## src/rtl/tmr_error_pkg.sv

```systemverilog
// tmr_error_pkg: shared FSM state type and index-width helper for the TMR error collector
package tmr_error_pkg;
    typedef enum logic {SCAN, PRESENT} state_t;
    function automatic int clog2_min1(input int n);
        return (n < 2) ? 1 : $clog2(n);
    endfunction
endpackage

```

## src/rtl/tmr_error_counter.sv

```systemverilog
// tmr_error_counter: per-source rising-edge event counter with saturation and zero-on-read
module tmr_error_counter #(
    parameter int CNT_W = 8
) (
    input  logic             clk,
    input  logic             rst,
    input  logic             i_clear,
    input  logic             i_err,
    input  logic             i_zero,
    output logic [CNT_W-1:0] o_count,
    output logic             o_nz,
    output logic             o_sat
);
    logic             r_err_q;
    logic [CNT_W-1:0] r_cnt;
    logic             w_rise;
    logic             w_max;
    assign w_rise  = i_err & ~r_err_q;
    assign w_max   = &r_cnt;
    assign o_sat   = w_rise & w_max & ~i_zero & ~i_clear;
    assign o_count = r_cnt;
    assign o_nz    = |r_cnt;
    // a rise in the same cycle as the read survives as the first event of the next batch
    always_ff @(posedge clk) begin
        if (rst) begin
            r_err_q <= 1'b0;
            r_cnt   <= '0;
        end else begin
            r_err_q <= i_err;
            r_cnt   <= i_clear ? '0 :
                       i_zero ? CNT_W'(w_rise) :
                       (w_rise && !w_max) ? r_cnt + CNT_W'(1) : r_cnt;
        end
    end
endmodule

```

## src/rtl/tmr_error_collector.sv

```systemverilog
// tmr_error_collector: counts per-source TMR error events and drains them round-robin over valid/ready
module tmr_error_collector
    import tmr_error_pkg::*;
#(
    parameter int N     = 10,
    parameter int CNT_W = 8,
    parameter int IDX_W = clog2_min1(N)
) (
    input  logic             clk,
    input  logic             rst,
    input  logic [N-1:0]     err_i,
    input  logic             clear_i,
    output logic             rd_valid_o,
    input  logic             rd_ready_i,
    output logic [IDX_W-1:0] rd_index_o,
    output logic [CNT_W-1:0] rd_count_o,
    output logic             any_err_o,
    output logic             overflow_o
);
    logic [CNT_W-1:0] w_cnt [N];
    logic [N-1:0]     w_nz;
    logic [N-1:0]     w_sat;
    logic [N-1:0]     w_zero;
    logic             w_take;
    state_t           r_state;
    logic [IDX_W-1:0] r_ptr;
    logic [IDX_W-1:0] r_index;
    logic [CNT_W-1:0] r_count;
    logic             r_valid;
    logic             r_any;
    logic             r_overflow;
    function automatic logic [IDX_W-1:0] wrap_inc(input logic [IDX_W-1:0] v);
        return (v == IDX_W'(N - 1)) ? '0 : v + IDX_W'(1);
    endfunction
    assign w_take = (r_state == SCAN) && w_nz[r_ptr] && !clear_i;
    for (genvar i = 0; i < N; i++) begin : g_cnt
        assign w_zero[i] = w_take && (r_ptr == IDX_W'(i));
        tmr_error_counter #(.CNT_W(CNT_W)) u_cnt (
            .clk     (clk),
            .rst     (rst),
            .i_clear (clear_i),
            .i_err   (err_i[i]),
            .i_zero  (w_zero[i]),
            .o_count (w_cnt[i]),
            .o_nz    (w_nz[i]),
            .o_sat   (w_sat[i])
        );
    end
    always_ff @(posedge clk) begin
        if (rst) begin
            r_state    <= SCAN;
            r_ptr      <= '0;
            r_index    <= '0;
            r_count    <= '0;
            r_valid    <= 1'b0;
            r_any      <= 1'b0;
            r_overflow <= 1'b0;
        end else if (clear_i) begin
            r_state    <= SCAN;
            r_ptr      <= '0;
            r_index    <= '0;
            r_count    <= '0;
            r_valid    <= 1'b0;
            r_any      <= |w_nz;
            r_overflow <= 1'b0;
        end else begin
            r_any      <= |w_nz;
            r_overflow <= r_overflow | (|w_sat);
            if (r_state == SCAN) begin
                if (w_take) begin
                    r_index <= r_ptr;
                    r_count <= w_cnt[r_ptr];
                    r_valid <= 1'b1;
                    r_state <= PRESENT;
                end else begin
                    r_ptr <= wrap_inc(r_ptr);
                end
            end else if (rd_ready_i) begin
                r_valid <= 1'b0;
                r_ptr   <= wrap_inc(r_index);
                r_state <= SCAN;
            end
        end
    end
    assign rd_valid_o = r_valid;
    assign rd_index_o = r_index;
    assign rd_count_o = r_count;
    assign any_err_o  = r_any;
    assign overflow_o = r_overflow;
endmodule

```

## config.mk

```make
export PLATFORM = sky130hd
export DESIGN_NAME = tmr_error_collector
export DESIGN_NICKNAME = d
export VERILOG_FILES = /design/src/rtl/tmr_error_pkg.sv /design/src/rtl/tmr_error_counter.sv /design/src/rtl/tmr_error_collector.sv
export SDC_FILE = /design/constraint.sdc
export NUM_CORES = 1
export LEC_CHECK = 0
export ABC_AREA = 1
export BUFFER_PORTS_ARGS = -buffer_cell sky130_fd_sc_hd__buf_2
export CAP_MARGIN = 20
export CORE_MARGIN = 8
export CORE_UTILIZATION = 45
export DETAILED_ROUTE_END_ITERATION = 7
export GPL_ROUTABILITY_DRIVEN = 0
export SLEW_MARGIN = 20
export SYNTH_ARGS = -nofsm -noshare
export SYNTH_HDL_FRONTEND = slang
export SYNTH_HIERARCHICAL = 1
export SYNTH_SLANG_ARGS = --single-unit
```

## constraint.sdc

```tcl
create_clock -name clk -period 3 [get_ports clk]
set_input_delay 0.15 -clock clk [delete_from_list [all_inputs] [get_ports clk]]
set_output_delay 0.15 -clock clk [all_outputs]
set_load 0.02 [all_outputs]
```

==> results.toml <==
[outcome]
outcome = "completed"

[sta]
drv_slew = 0
worstMarginPinSlew_ns = 0.478
finalHoldViolCount = 0
max_freq_mhz = 368
holdWs_ns = 0.0106
tns_ns = 0
min_period_ns = 2.72
rsz0062_at_grt = "false"
setup-violations-final = 0
clock_skew_ns = 0.0116
fin_crit_sh_pct = 90.7
slew_headroom_pct = 68.1

[final_layout]
final_common_cell = "nand2_1"
fin_util_pct = 52.3
diodes = 0
seqCellArea_um2 = 2200
multi_input_area_um2 = 4440
nFillCells = 1659
fin_nets = 1231
syn2layout_area_growth_pct = 13.4
fin_cells = 1418
drive_gt1_share_pct = 16.4
final_cell_mix = "nand2_1 (263), nor2_1 (173), inv_1 (160)"

[clocking]
cts_tree = "done"
cts.sinks = 110
htree_levels = 3
clock_path_buffers = 2
postCtsSetupRepairBufs = 0
root_buffer = "clkbuf_16"
ctsHoldBuffers = 8
cts_resized = 0
clk_latency_ns = 0.36
numCtsBuffers = 9
clk_pin_slew_ns = 0.08

[critical_path]
worstPathRequired_ns = 3.24
end_kind = "flip-flop"
cp_slowest_stage_delay_ns = 0.42
path_cells = "inv_1, ha_1, nand3_1, nand2_1, nand2_1, nand2_1, nand2_1, nand2_1, nand3_2, nand2_4, inv_4, nand2_1, nor2_1, inv_1, nand3_1, nor3_1, nor4_1, a31oi_1"
cp_common_cell = "nand2_1"
crit_slowest_cell = "dfxtp_1"
critical_path_arrival_ns = 2.96
path_class = "flip-flop to flip-flop"
path_delay_family = "simple AND/OR/NAND/NOR gates"
cp_max_fo = 13
cp_num_buf_inv = 3
cp-start-kind = "flip-flop"

[power]
power.total_mw = 3.16
ir_worst_vdd_mv = 0.352
power_leakage_nw = 3.63
power_density_nw_per_um2 = 378

[yosys]
synthCells = 1125
synth_area_um2 = 7360
ys_seq_area_share_pct = 29.9
synth.distinct_cells = 33
synthSimpleGateAreaFrac_pct = 44.1
ys_seq_elements = 110
syn_nets = 1159
synth_xor_area_share_pct = 2.50
synth_compound_area_share_pct = 10.4
postSynthAreaPerCell_um2 = 6.54
synth-edff-count = 0
synth-adder-area-share_pct = 3.40
ys_async_sr_fraction_pct = 0
ys.warnings.count = 6
synthMuxAreaShare_pct = 0
synth_flop_cell = "dfxtp_1"
synth_top_family_by_area = "simple AND/OR/NAND/NOR gates"

[die]
num_rows = 46
dieArea_um2 = 20700
core_um2 = 15900
io_pins = 29
die_y_um = 144
initial_core_util_pct = 46.2
die_w_um = 144

[place]
place_hpwl_um = 15500
place_inst = 1394
io_buffers = 28

[routing]
viasPerCell = 5.03
drt_first_pass_iters = 5
drc_errors = 0
ant_nets = 0
wl_per_cell_um = 14.0
vias = 7129
wl_um = 19800
first_iter_violations = 429

[hold_path]
hold_path.class = "input pin to flip-flop"

[global_routing]
grt_pass1_vias = 6571
gr-total-overflow = 0
grt_max_degree = 20
grt.total_usage_pct = 20.0
antenna_found_initial = 0
grt_pass1_wl_um = 32600

[flow_run]
max_cap_violations = 0
area by class of cell:
class,instances,share of cell area (%)
clock buffer,10,2.86
clock inverter,6,0.825
inverter,167,7.54
multi-input combinational,837,53.2
sequential,110,26.4
tap,216,3.24
timing repair buffer,72,5.88
registers in the layout, summed over array words and instances, names as in the netlist:
register and count:
any_err_o 1, g_cnt.u_cnt/o_count 80, g_cnt.u_cnt/r_err_q 10, overflow_o 1
r_ptr 4, r_state 1, rd_count_o 8, rd_index_o 4
rd_valid_o 1
worst register-to-register path, cell delays in order, from the launching register on:
cell	delay, ns
dfxtp_1	0.42
inv_1	0.09
ha_1	0.20
nand3_1	0.13
nand2_1	0.07
nand2_1	0.08
nand2_1	0.04
nand2_1	0.10
nand2_1	0.07
nand3_2	0.09
nand2_4	0.09
inv_4	0.15
nand2_1	0.12
nor2_1	0.28
inv_1	0.11
nand3_1	0.09
nor3_1	0.05
nor4_1	0.29
a31oi_1	0.11
per-stage QoR:
| step | instance area [um^2] | setup WS, ns |
|---|---|---|
| 2_1_floorplan | 7360 | 0.687 |
| 3_3_place_gp | 7950 | 0.331 |
| 3_5_place_dp | 7950 | 0.265 |
| 4_1_cts | 8340 | 0.262 |
| 5_1_grt | 8340 | 0.0155 |
| 6_report | 8340 | 0.280 |
logic make-up (layout without fill, tap and decap cells):
logic type,Yosys count,after routing
buffers and inverters,178,255
XOR/XNOR,21,21
adder cells (fa/ha/maj),20,20
AO/OA/AOI/OAI,125,125
AND/OR/NAND/NOR,671,671
flip-flops,110,110
power breakdown:
part	internal (mW)	switching, mW	total [mW]
Combinational	0.124	0.251	0.374
Sequential	1.49	0.0336	1.52
Clock	0.676	0.584	1.26
synth_stat cells (4+ instances only):
cell	instances	area share, %
nand2_1	263	13
nor2_1	173	8.8
inv_1	160	8.2
dfxtp_1	110	30
nand3_1	64	4.4
a22oi_1	40	4.1
a21oi_1	38	2.6
nor2_2	34	2.9
o21ai_0	25	1.7
nand2_2	22	1.9
nor2_4	22	3.4
ha_1	20	3.4
nand4_1	20	1.7
nor3_1	15	1.0
nor4_1	14	1.2
a31oi_1	11	0.94
nand2_4	11	1.7
nand3_2	11	1.5
nand3b_1	11	1.1
xor2_1	11	1.3
or2_2	10	0.85
xnor2_1	10	1.2
o21bai_1	9	0.92
inv_2	5	0.26
buf_6	4	0.61
path summary, 6_finish.rpt:
path                            slack (ns)  cells after the start                                end                                    from
worst max register to register        0.28                     18              overflow_o$_SDFF_PP0_  g_cnt[3].u_cnt/o_count[0]$_SDFFE_PP0P_
worst min-delay path                  0.01                      3  g_cnt[1].u_cnt/r_err_q$_SDFF_PP0_                                err_i[1]
worst min register to register        0.47                      2            rd_valid_o$_SDFFE_PP0P_                 rd_valid_o$_SDFFE_PP0P_
worst max-delay path                  0.28                     18              overflow_o$_SDFF_PP0_  g_cnt[3].u_cnt/o_count[0]$_SDFFE_PP0P_
routing by layer:
layer | vias up | global-route usage, % | share of wire (%)
li1 | 3748 | - | -
met1 | 3223 | 26.3 | 49
met2 | 134 | 32.2 | 45
met3 | 24 | 3.45 | 4.3
met4 | 0 | 6.47 | 1.6
met5 | - | 0 | 0
(Power assumes the default switching activity.)
